$ cat src/rtl/meminst_loader.sv
// meminst_loader: boot/reload controller for the instruction memory bank.
// Takes a counted stream of instruction words after a start pulse and writes
// them to consecutive addresses from 0. It then holds the CPU for a two-cycle
// flush and finally passes the CPU program counter through as the read address.
//
// Handshake: a word transfers at a rising edge where dado_valid && dado_ready.
// dado_ready depends only on the state (high throughout LOAD) and never on
// dado_valid. The source may change dado_in freely while dado_valid is low.
// Words offered outside LOAD are not consumed.
module meminst_loader #(
  parameter int ADDR_W = 14,
  parameter int DATA_W = 32
) (
  input  logic              clock_auto,
  input  logic              reset_n,
  input  logic              start,
  input  logic [ADDR_W:0]   num_palavras,
  input  logic [DATA_W-1:0] dado_in,
  input  logic              dado_valid,
  output logic              dado_ready,
  input  logic [31:0]       pc,
  output logic              OpMemIns,
  output logic [DATA_W-1:0] instrucao,
  output logic [31:0]       endLeitura,
  output logic [31:0]       endereco,
  output logic              cpu_hold,
  output logic              done,
  output logic              erro,
  output logic [1:0]        state_dbg
);

  typedef enum logic [1:0] {
    ST_IDLE  = 2'd0,
    ST_LOAD  = 2'd1,
    ST_FLUSH = 2'd2,
    ST_RUN   = 2'd3
  } state_t;

  // Largest word count that fits the memory: exactly 2**ADDR_W.
  localparam logic [ADDR_W:0] MAX_COUNT = {1'b1, {ADDR_W{1'b0}}};
  localparam logic [ADDR_W:0] ONE_COUNT = {{ADDR_W{1'b0}}, 1'b1};

  state_t            state;
  state_t            state_nx;
  logic [ADDR_W:0]   count_lat;   // word count latched on an accepted start
  logic [ADDR_W:0]   addr_cnt;    // next write address; also the words taken so far
  logic [ADDR_W:0]   addr_inc;
  logic              flush_cnt;   // 0 in flush cycle 1, 1 in flush cycle 2

  logic              start_take;  // start seen in a state that listens to it
  logic              count_big;
  logic              count_zero;
  logic              xfer;
  logic              last_xfer;

  // Decode the start request, the handshake and the end of the stream.
  always_comb begin
    start_take = start && ((state == ST_IDLE) || (state == ST_RUN));
    count_big  = num_palavras > MAX_COUNT;
    count_zero = num_palavras == '0;
    xfer       = (state == ST_LOAD) && dado_valid;
    addr_inc   = addr_cnt + ONE_COUNT;
    last_xfer  = xfer && (addr_inc == count_lat);
  end

  // Next-state logic; IDLE and RUN share the same start rules.
  always_comb begin
    state_nx = state;
    case (state)
      ST_IDLE, ST_RUN: begin
        if (start_take) begin
          if (count_big) begin
            state_nx = ST_IDLE;
          end else if (count_zero) begin
            state_nx = ST_FLUSH;
          end else begin
            state_nx = ST_LOAD;
          end
        end
      end
      ST_LOAD: begin
        if (last_xfer) begin
          state_nx = ST_FLUSH;
        end
      end
      ST_FLUSH: begin
        if (flush_cnt) begin
          state_nx = ST_RUN;
        end
      end
      default: state_nx = ST_IDLE;
    endcase
  end

  // Outputs derived purely from the state (and pc while running).
  always_comb begin
    dado_ready = 1'b0;
    cpu_hold   = 1'b1;
    done       = 1'b0;
    endereco   = 32'd0;
    state_dbg  = state;
    case (state)
      ST_LOAD: dado_ready = 1'b1;
      ST_RUN: begin
        cpu_hold = 1'b0;
        done     = 1'b1;
        endereco = pc;
      end
      default: ;
    endcase
  end

  // State register.
  always_ff @(posedge clock_auto) begin
    if (!reset_n) begin
      state <= ST_IDLE;
    end else begin
      state <= state_nx;
    end
  end

  // Flush interval counter; it restarts whenever the FSM is outside FLUSH.
  always_ff @(posedge clock_auto) begin
    if (!reset_n) begin
      flush_cnt <= 1'b0;
    end else begin
      flush_cnt <= (state == ST_FLUSH) && !flush_cnt;
    end
  end

  // Sticky error flag and the latched count on start requests.
  always_ff @(posedge clock_auto) begin
    if (!reset_n) begin
      erro      <= 1'b0;
      count_lat <= '0;
    end else if (start_take) begin
      if (count_big) begin
        erro <= 1'b1;
      end else begin
        erro      <= 1'b0;
        count_lat <= num_palavras;
      end
    end
  end

  // Address counter: cleared on an accepted start, stepped on each transfer.
  always_ff @(posedge clock_auto) begin
    if (!reset_n) begin
      addr_cnt <= '0;
    end else if (start_take && !count_big) begin
      addr_cnt <= '0;
    end else if (xfer) begin
      addr_cnt <= addr_inc;
    end
  end

  // Memory write port: registered one cycle behind the handshake. Data and
  // address hold between writes; the enable is a single-cycle strobe.
  always_ff @(posedge clock_auto) begin
    if (!reset_n) begin
      OpMemIns   <= 1'b0;
      instrucao  <= '0;
      endLeitura <= 32'd0;
    end else begin
      OpMemIns <= 1'b0;
      if (xfer) begin
        OpMemIns   <= 1'b1;
        instrucao  <= dado_in;
        endLeitura <= {{(32-ADDR_W){1'b0}}, addr_cnt[ADDR_W-1:0]};
      end
    end
  end

endmodule

$ cat config.mk
export PLATFORM = sky130hd
export DESIGN_NAME = meminst_loader
export DESIGN_NICKNAME = d
export VERILOG_FILES = /design/src/rtl/meminst_loader.sv
export SDC_FILE = /design/constraint.sdc
export NUM_CORES = 1
export LEC_CHECK = 0
export CAP_MARGIN = 25
export CORE_MARGIN = 2
export CORE_UTILIZATION = 42
export DETAILED_ROUTE_END_ITERATION = 6
export GPL_ROUTABILITY_DRIVEN = 1
export PLACE_DENSITY = 0.89
export SLEW_MARGIN = 15
export SYNTH_ARGS = -nofsm -noshare
export SYNTH_HDL_FRONTEND = slang
export SYNTH_SLANG_ARGS = --single-unit
$ cat constraint.sdc
create_clock -name clock_auto -period 2.9 [get_ports clock_auto]
set_input_delay 0.29 -clock clock_auto [delete_from_list [all_inputs] [get_ports clock_auto]]
set_output_delay 0.29 -clock clock_auto [all_outputs]
set_load 0.01 [all_outputs]
Word-level counts from Yosys, hierarchy flattened

Cells that the tools add are included.

Input port bits: 83
Bits in writable memories: 0
Latch bits: 0
Memory bits (read-only): 0
Memories: 0
Output and inout port bits: 103
Word-level logic and storage cells: 45
Bits in registers: 81

$add $sub $neg: 1
Equal/unequal tests: 7
Magnitude comparators: 1
Reductions and logical operators: 14
$mul: 0
Div/mod/pow operators: 0
Bitwise gates (word level): 2
Shift operators: 0
Multiplexer cells: 12

Operators with widths:

| operator                | count |
|---|---|
| $mux W32                | 1 |
| $add A15 B1 Y15 const B | 1 |
| $eq A15 B15 Y1          | 1 |
| $gt A15 B15 Y1 const B  | 1 |
| $logic_not A15 Y1       | 1 |
| $mux W2                 | 5 |
| $ne A2 B2 Y1 const B    | 3 |
| $pmux W2 S3             | 1 |
| $logic_and A1 B1 Y1     | 5 |
| $mux W1                 | 5 |
| $eq A2 B2 Y1 const B    | 2 |
| $reduce_or A2 Y1        | 2 |
| $reduce_and A3 Y1       | 1 |
| $eq A2 B1 Y1 const B    | 1 |
| $logic_not A1 Y1        | 2 |
| $logic_not A2 Y1        | 1 |
| $not A1 Y1              | 2 |
| $reduce_and A2 Y1       | 1 |
| $logic_or A1 B1 Y1      | 1 |

Logic depth before layout (Yosys ltp)

Gate-level depths: netlist (run 1).

Depth in word-level cells: 5
Gate-level depth with buffers: 10
Gate-level depth less buffers: 9

Worst setup path after synthesis (run 1)

Ideal clock, no wire load.

Kind: register to register
Start: register addr_cnt[0]
End: register state[1], in the netlist state_dbg[1]
Stages on the path, launching flop included: 9
Arrival time: 2,228 ps
Path buffers: 0
Setup slack: 606 ps
Data required time: 2,834 ps
Clock period less this slack: 2,294 ps
Library setup time: 66 ps
Path through: dfxtp_1 > ha_1 > nand4_1 > or3_1 > a2111oi_2 > a211o_1 > o2111ai_2 > a311o_1 > a21oi_2

Longest elaborated chain between the ends: 5

RTL lines:

| element                     | line | RTL |
|---|---|---|
| start, declared             | 46   | `logic [ADDR_W:0] addr_cnt;` |
| start signal, assigned      | 153  | `addr_cnt <= addr_inc;` |
| $add A15 B1 Y15             | 62   | `addr_inc = addr_cnt + ONE_COUNT;` |
| $eq A15 B15 Y1              | 63   | `last_xfer = xfer && (addr_inc == count_lat);` |
| $logic_and A1 B1 Y1         | 63   |  |
| $ne A2 B2 Y1 (no line)      | -    |  |
| $reduce_and A3 Y1 (no line) | -    |  |
| end signal, assigned        | 118  | `state <= state_nx;` |
| end, declared               | 43   | `state_t state;` |

Every way passes these cells.
A chain may end at the register's enable or synchronous reset.

Final worst setup path (run 1)

Start: register state[1], in the netlist state_dbg[1]
End: output port endereco[3]

Longest elaborated chain between the ends: 2

RTL lines:

| element       | line | RTL |
|---|---|---|
| $eq A2 B2 Y1  | 102  | `case (state)` |
| $mux W32      | 102  |  |
| end, declared | 25   | `output logic [31:0] endereco,` |

Every way passes these cells.

==> impl_metrics.py, run 1 <==
metrics = {
    "run_status": {
        "outcome": "finished, final reports clean",
    },
    "logic_synthesis": {
        "synth_edf_count": 0,
        "yosysSeqAreaShare_pct": 39.34,
        "ys.flop_type": "dfxtp_1",
        "synth.distinct_cells": 50,
        "syn_area_per_cell_sq_um": 8.326,
        "synth_area_sq_um": 4121,
        "ys_seq_elements": 81,
        "syn_inst": 495,
        "yosysWarnings": 0,
        "synthArstFlopShare_pct": 0,
    },
    "drt": {
        "vias": 3787,
        "wl_per_cell_um": 13.96,
        "routed_wl_um": 10950,
        "via_per_inst": 4.830,
        "ant_nets": 0,
        "dr.pass1.iters": 4,
        "first_iter_violations": 167,
        "drc": 0,
    },
    "setup_path": {
        "critPathKind": "register to output pin",
        "max_stage_delay_ns": 0.71,
        "critPathCaptureType": "output pin",
        "critical_path.top_delay_family": "adder cells",
        "worstPathArrival_ns": 2.30,
        "crit_path_start_kind": "register",
        "critical_path_required_ns": 2.61,
        "path_max_fanout": 34,
        "worst_path_max_delay_cell": "ha_1",
        "crit_path_cell_trace": "ha_1 -> and2_1 -> clkdlybuf4s50_1",
        "worst-path-buf-inv": 1,
        "rrSetupSlack_ns": 0.33,
    },
    "timing": {
        "skew_ns": 0.009324,
        "fin_crit_sh_pct": 89.29,
        "fin_hold_ws_ns": 0.3388,
        "relSlewSlack_pct": 47.27,
        "rsz0062_at_grt": "false",
        "worst_slew_pin_slew_ns": 0.7909,
        "period_minus_slack_ns": 2.589,
        "setup_slack_ns": 0.3106,
        "timing.fmax_mhz": 386.2,
        "drv_slew": 0,
        "finalHoldViolCount": 0,
        "setup_viol": 0,
        "tns_ns": 0,
    },
    "clock_tree": {
        "clockRootBuffer": "clkbuf_8",
        "clk_latency_ns": 0.35,
        "post_cts_resized": 0,
        "htree_levels": 3,
        "cts_buffers": 9,
        "cts.clk_slew.worst_paths_ns": 0.08,
        "hold_buffers": 0,
        "post_cts_buffers": 0,
        "cts_buffer_depth": 2,
        "tritoncts": "built",
        "clock-sinks": 81,
    },
    "final_layout": {
        "layout_commonest_cell": "clkdlybuf4s50_1",
        "final_cell_mix": "clkdlybuf4s50_1, nand2_1, dfxtp_1",
        "n_antenna_cell": 0,
        "drive_gt1_share_pct": 5.376,
        "syn2layout_area_growth_pct": 45.81,
        "final_area_sq_um": 6010,
        "fin_nets": 733,
    },
    "place": {
        "place_ws_ns": 0.3725,
        "place_hpwl_um": 8167,
        "gp_congestion": 0.8804,
        "placed_area_sq_um": 5788,
        "port_buffers": 167,
    },
    "die": {
        "die_h_um": 103.1,
        "placementRows": 36,
        "ios": 186,
        "die_w_um": 103.1,
        "fp.coreArea_sq_um": 9639,
        "die_area_sq_um": 10620,
        "initial_core_util_pct": 42.76,
    },
    "job": {
        "maxCapViolations": 0,
    },
    "min_path": {
        "min_path_type": "input pin to register",
    },
    "global_routing": {
        "grt_max_degree": 69,
        "grt_pass1_vias": 3686,
        "antenna_found_initial": 0,
        "gr-usage-all-layers_pct": 20.66,
        "grt_pass1_wl_um": 17600,
        "grt_overflow": 0,
    },
    "power": {
        "ir_worst_vdd_uv": 354.1,
        "static-leakage-power_nw": 2.105,
        "p_per_area_nw_per_um2": 513.0,
    },
}
[stage by stage]
step | util, % | total power [mW] | instances
floorplan | - | 1.825 | 512
global placement | 60.05 | 2.237 | 767
detailed placement | 60.05 | 2.278 | 767
CTS | 62.14 | 3.110 | 783
global route | 62.34 | 3.244 | 784
finish | 62.34 | 3.083 | 784
[worst paths after layout]
kind	from	end	cells past startpoint
max	state_dbg[1]	endereco[3]	3
min	reset_n	count_lat[14]	2
max reg2reg	addr_cnt[0]	state_dbg[1]	8
min reg2reg	instrucao[15]	instrucao[15]	2
[area by class of cell]
class | count | area [sq um]
tap | 133 | 166.4
clock buffer | 9 | 123.9
timing repair buffer | 174 | 1732
multi-input combinational | 376 | 2273
clock inverter | 7 | 77.57
inverter | 4 | 15.01
sequential | 81 | 1622
fill | 847 | 3630
[worst reg2reg max path, stage by stage, from the launching register on]
cell	delay [ns]
dfxtp_1	0.45
ha_1	0.33
nand4_1	0.18
or3_1	0.37
a2111oi_2	0.36
a211o_1	0.16
o2111ai_2	0.17
a311o_1	0.40
a21oi_2	0.09
[Yosys cell counts, types with 2 or more instances]
library cell | count | share of area [%]
o211ai_1 | 2 | 0.36
nor2b_1 | 18 | 2.7
and3_1 | 2 | 0.30
nand4_1 | 8 | 1.2
nor3_1 | 2 | 0.24
o21ai_0 | 4 | 0.49
or3_1 | 2 | 0.30
nand2b_1 | 3 | 0.46
nor4_1 | 5 | 0.76
clkbuf_1 | 23 | 2.1
and2_1 | 36 | 5.5
buf_4 | 21 | 3.8
xnor2_1 | 18 | 3.8
inv_1 | 4 | 0.36
nor2_1 | 26 | 2.4
a21boi_0 | 47 | 8.6
dfxtp_1 | 81 | 39
buf_2 | 7 | 0.85
ha_1 | 4 | 1.2
nor3b_1 | 2 | 0.36
nand3_2 | 2 | 0.49
nand3_1 | 9 | 1.1
xor2_1 | 13 | 2.8
a21oi_1 | 4 | 0.49
a31oi_1 | 4 | 0.61
nand2_1 | 107 | 9.7
and4_1 | 3 | 0.64
mux2i_1 | 16 | 3.9
[registers in the layout (all words and copies together) (netlist names)]
register / count
endLeitura: 14
OpMemIns: 1
addr_cnt: 15
flush_cnt: 1
instrucao: 32
state_dbg: 2
erro: 1
count_lat: 15
[logic make-up after synthesis]
group           Yosys count  share of synthesized area (%)
simple gates            230                          27.47
mux                      16                          3.886
compound gates           77                          14.27
xor+xnor                 31                          6.588
flops                    81                          39.34
buf+inv                  55                          7.134
other cells               1                        0.09099
fa+ha+maj                 4                          1.214
[metal layers]
layer | GRT usage (%) | vias to the layer above | wire length (um)
met4 | 5.668 | 0 | 164
met1 | 25.55 | 1764 | 4740
met5 | 0 | - | 0
li1 | - | 1906 | -
met2 | 35.91 | 98 | 5587
met3 | 4.949 | 19 | 452
[where the power goes]
| group | internal [mW] | switching (mW) |
|---|---|---|
| registers | 1.20 | 0.0727 |
| clock network | 0.403 | 0.427 |
| logic | 0.512 | 0.464 |
Power figures use the tool's default switching activity.
==> inputs of run 2 (changes only) <==
CAP_MARGIN = 0   (was 25)
==> run 2 against run 1 <==
Against the previous run: power hardly changed; clock power about the same; global-route usage unchanged; sequential cell count stayed put; worst hold slack improved by 0.13 ns; via count fell by 0.11%; worst setup slack lost 0.0038 ns; utilization fell by 0.21 points; sequential share of layout area increased by 0.090 points; routed wire length increased by 0.37%; critical path type unchanged; largest cell class unchanged; highest routed layer unchanged.
==> impl_metrics.py, run 2 (synthesized netlist as in run 1, its figures left out) <==
metrics = {
    "run_status": {
        "outcome": "finished, final reports clean",
    },
    "die": {
        "placementRows": 36,
        "die_w_um": 103.1,
        "ios": 186,
        "fp.coreArea_sq_um": 9639,
        "die_h_um": 103.1,
        "initial_core_util_pct": 42.76,
        "die_area_sq_um": 10620,
    },
    "timing": {
        "period_minus_slack_ns": 2.593,
        "rsz0062_at_grt": "false",
        "fin_hold_ws_ns": 0.4696,
        "relSlewSlack_pct": 34.79,
        "timing.fmax_mhz": 385.6,
        "drv_slew": 0,
        "worst_slew_pin_slew_ns": 0.9781,
        "tns_ns": 0,
        "fin_crit_sh_pct": 89.42,
        "setup_viol": 0,
        "skew_ns": 0.009526,
        "finalHoldViolCount": 0,
        "setup_slack_ns": 0.3068,
    },
    "drt": {
        "ant_nets": 0,
        "wl_per_cell_um": 14.03,
        "via_per_inst": 4.831,
        "drc": 0,
        "routed_wl_um": 10990,
        "first_iter_violations": 174,
        "vias": 3783,
        "dr.pass1.iters": 6,
    },
    "global_routing": {
        "grt_pass1_wl_um": 17600,
        "antenna_found_initial": 0,
        "grt_max_degree": 69,
        "grt_pass1_vias": 3686,
        "grt_overflow": 0,
        "gr-usage-all-layers_pct": 20.66,
    },
    "clock_tree": {
        "hold_buffers": 0,
        "htree_levels": 3,
        "cts_buffers": 9,
        "clk_latency_ns": 0.35,
        "cts.clk_slew.worst_paths_ns": 0.08,
        "post_cts_resized": 0,
        "clock-sinks": 81,
        "post_cts_buffers": 0,
        "clockRootBuffer": "clkbuf_8",
        "cts_buffer_depth": 2,
        "tritoncts": "built",
    },
    "setup_path": {
        "critical_path.top_delay_family": "adder cells",
        "critPathCaptureType": "output pin",
        "worst-path-buf-inv": 1,
        "critical_path_required_ns": 2.61,
        "critPathKind": "register to output pin",
        "path_max_fanout": 34,
        "crit_path_cell_trace": "ha_1 -> and2_1 -> clkdlybuf4s50_1",
        "crit_path_start_kind": "register",
        "worst_path_max_delay_cell": "ha_1",
        "max_stage_delay_ns": 0.71,
        "worstPathArrival_ns": 2.30,
    },
    "final_layout": {
        "syn2layout_area_growth_pct": 45.32,
        "n_antenna_cell": 0,
        "fin_nets": 732,
        "largestRegisters": "instrucao: 32 flops, addr_cnt: 15 flops, count_lat: 15 flops",
        "drive_gt1_share_pct": 5.231,
        "regMostFlops": "instrucao",
        "fin_cells": 783,
        "final_cell_mix": "clkdlybuf4s50_1, nand2_1, dfxtp_1",
        "largest_reg_flops": 32,
        "layout_commonest_cell": "clkdlybuf4s50_1",
    },
    "place": {
        "place_hpwl_um": 8167,
        "dp_cells": 767,
        "port_buffers": 167,
        "place_ws_ns": 0.3725,
        "gp_congestion": 0.8804,
    },
    "power": {
        "ir_worst_vdd_uv": 354.8,
        "p_per_area_nw_per_um2": 514.4,
        "static-leakage-power_nw": 2.095,
    },
    "job": {
        "maxCapViolations": 0,
    },
    "min_path": {
        "min_path_type": "register to register",
    },
}
-- run 2: cell count changes in the layout (fill, tap and decap cells not counted) --
cell	before	now
buf_12	1	0
-- run 2: cell type report --
| class | instances | area (sq um) |
|---|---|---|
| fill | 849 | 3650 |
| timing repair buffer | 173 | 1712 |
| clock buffer | 9 | 123.9 |
| tap | 133 | 166.4 |
| multi-input combinational | 376 | 2273 |
| clock inverter | 7 | 77.57 |
| inverter | 4 | 15.01 |
| sequential | 81 | 1622 |
-- run 2: path summary, 6_finish.rpt --
kind / start / to / slack, ns / cells after the start
min reg2reg: instrucao[15] / instrucao[15] / 0.47 / 2
max reg2reg: addr_cnt[0] / state_dbg[1] / 0.33 / 8
min: instrucao[15] / instrucao[15] / 0.47 / 2
max: state_dbg[1] / endereco[3] / 0.31 / 3
-- run 2: report_power, final --
group	switching, mW	total, mW	internal (mW)
logic	0.462	0.972	0.510
clock network	0.428	0.831	0.403
registers	0.0728	1.28	1.20
total	0.963	3.08	2.12
-- run 2: through the flow --
step                utilization [%]  cell area [sq um]  power (mW)
global placement              60.05               5788       2.237
global route                  62.14               5989       3.242
CTS                           62.14               5989       3.110
finish                        62.14               5989       3.081
detailed placement            60.05               5788       2.278
floorplan                         -               4185       1.825
-- run 2: layer usage --
metal  routed length [um]  part of all wire (%)  GRT usage [%]
met5                    0                     0              0
met4                  145                   1.3          5.668
met3                  564                   5.1          4.949
met2                 5672                    52          35.91
met1                 4602                    42          25.55
-- run 2: worst register-to-register path, cell delays in order (launching register included) --
cell and delay, ns:
dfxtp_1 0.45, ha_1 0.32, nand4_1 0.18, or3_1 0.37, a2111oi_2 0.36, a211o_1 0.16
o2111ai_2 0.18, a311o_1 0.41, a21oi_2 0.09
==> inputs of run 3 (changes only) <==
CORE_UTILIZATION = 30   (was 42)
PLACE_DENSITY = 0.69   (was 0.89)
==> run 3 against run 2 <==
Against the previous run: critical path depth unchanged; sequential power is essentially flat; worst hold slack worse by 0.090 ns; clock-buffer cell count increased by 3; global-route usage down 5.2 points; critical path type unchanged; critical endpoint is now endereco[8]; highest routed layer unchanged.
==> impl_metrics.py, run 3 (synthesized netlist as in run 1, its figures left out) <==
metrics = {
    "drt": {
        "wl_per_cell_um": 13.72,
        "routed_wl_um": 11350,
        "ant_nets": 0,
        "via_per_inst": 4.537,
        "dr.pass1.iters": 4,
        "drc": 0,
        "first_iter_violations": 133,
        "vias": 3752,
    },
    "die": {
        "die_h_um": 121.2,
        "ios": 186,
        "placementRows": 42,
        "die_area_sq_um": 14690,
        "die_w_um": 121.2,
        "initial_core_util_pct": 30.88,
        "fp.coreArea_sq_um": 13350,
    },
    "min_path": {
        "min_path_type": "input pin to register",
    },
    "final_layout": {
        "fin_nets": 733,
        "fin_cells": 827,
        "n_antenna_cell": 0,
        "final_cell_mix": "clkdlybuf4s50_1, nand2_1, dfxtp_1",
        "layout_commonest_cell": "clkdlybuf4s50_1",
        "largest_reg_flops": 32,
        "final_area_sq_um": 6157,
        "largestRegisters": "instrucao: 32 flops, addr_cnt: 15 flops, count_lat: 15 flops",
        "drive_gt1_share_pct": 5.223,
        "final_util_pct": 46.13,
        "syn2layout_area_growth_pct": 49.39,
        "seq_area_sq_um": 1622,
        "multi_input_area_sq_um": 2273,
        "nFillCells": 1312,
        "regMostFlops": "instrucao",
    },
    "timing": {
        "fin_crit_sh_pct": 88.26,
        "finalHoldViolCount": 0,
        "drv_slew": 0,
        "period_minus_slack_ns": 2.559,
        "relSlewSlack_pct": 48.61,
        "rsz0062_at_grt": "false",
        "setup_viol": 0,
        "fin_hold_ws_ns": 0.3796,
        "skew_ns": 0.003991,
        "setup_slack_ns": 0.3405,
        "timing.fmax_mhz": 390.7,
        "tns_ns": 0,
        "worst_slew_pin_slew_ns": 0.7708,
    },
    "place": {
        "dp_cells": 811,
        "place_hpwl_um": 8672,
        "gp_congestion": 0.8269,
        "placed_area_sq_um": 5849,
        "port_buffers": 167,
        "place_ws_ns": 0.3692,
    },
    "setup_path": {
        "worst_path_max_delay_cell": "ha_1",
        "critical_path_required_ns": 2.61,
        "crit_path_start_kind": "register",
        "crit_path_cell_trace": "ha_1 -> and2_1 -> clkdlybuf4s50_1",
        "worstPathArrival_ns": 2.27,
        "critPathCaptureType": "output pin",
        "max_stage_delay_ns": 0.70,
        "path_max_fanout": 34,
        "critPathKind": "register to output pin",
    },
    "power": {
        "static-leakage-power_nw": 2.160,
        "intPower_mw": 2.429,
        "power.share.combinational_pct": 28.5,
        "sw_frac_of_total_pct": 28.52,
        "p_per_area_nw_per_um2": 551.8,
        "switching_power_mw": 0.9689,
        "ir_worst_vdd_uv": 290.6,
        "clockPowerShare_pct": 33.8,
        "finalPower_mw": 3.398,
        "seq_power_share_pct": 37.7,
    },
    "clock_tree": {
        "clock-sinks": 81,
        "post_cts_buffers": 0,
        "htree_levels": 3,
        "clockRootBuffer": "clkbuf_16",
        "hold_buffers": 0,
        "cts.clk_slew.worst_paths_ns": 0.06,
        "cts_buffer_depth": 2,
        "tritoncts": "built",
        "clk_latency_ns": 0.33,
        "cts_buffers": 9,
        "post_cts_resized": 0,
    },
    "job": {
        "maxCapViolations": 0,
    },
    "global_routing": {
        "use_met2_pct": 26.16,
        "grt_max_degree": 52,
        "grt.busiest_layer": "met2",
        "met3_usage_pct": 3.618,
        "grt_pass1_vias": 3617,
        "grt_overflow": 0,
        "grt_pass1_wl_um": 18260,
        "grtUsageMet1_pct": 19.69,
        "gr-usage-all-layers_pct": 15.50,
        "antenna_found_initial": 0,
    },
    "run_status": {
        "outcome": "finished, final reports clean",
    },
}
## run 3: cell types whose count changed in the layout (fill, tap and decap cells not counted)
cell        delta
clkbuf_16      +9
clkbuf_8       -7
clkinvlp_4     -3
inv_6          -2
buf_4          +1
clkbuf_1       +1
clkinv_2       +1
clkinv_4       +1
## run 3: final cells by class
class	instances	share of cell area, %
clock buffers	12	4.166
clock inverters	4	0.8332
inverters	4	0.2439
multi-input cells	376	36.92
flip-flops and latches	81	26.34
well taps	176	3.577
repair buffers	174	27.92
## run 3: power by group through the flow
stage | combinational (mW) | clock (mW) | sequential [mW]
final | 0.969 | 1.15 | 1.28
after global routing | 1.06 | 1.23 | 1.29
after CTS | 0.980 | 1.18 | 1.28
after detailed placement | 0.976 | 0 | 1.31
after global placement | 0.953 | 0 | 1.30
after floorplan | 0.507 | 0 | 1.32
## run 3: worst paths after layout
kind / startpoint / end / slack, ns / depth (start not counted)
hold / removal: reset_n / count_lat[14] / 0.38 / 2
setup reg to reg: addr_cnt[0] / state_dbg[1] / 0.38 / 8
setup / recovery: state_dbg[1] / endereco[8] / 0.34 / 3
hold reg to reg: instrucao[23] / instrucao[23] / 0.46 / 2
## run 3: per-layer routing
| metal | vias up | wire length (um) |
|---|---|---|
| met4 | 0 | 101 |
| li1 | 1917 | - |
| met3 | 9 | 425 |
| met1 | 1744 | 5102 |
| met2 | 82 | 5720 |
| met5 | - | 0 |
## run 3: critical path: cells and delay by family (launching register included)
family        cells  cell delay [ns]
simple gates      1             0.23
fa+ha+maj         1             0.70
buf+inv           1             0.57
flops             1             0.43
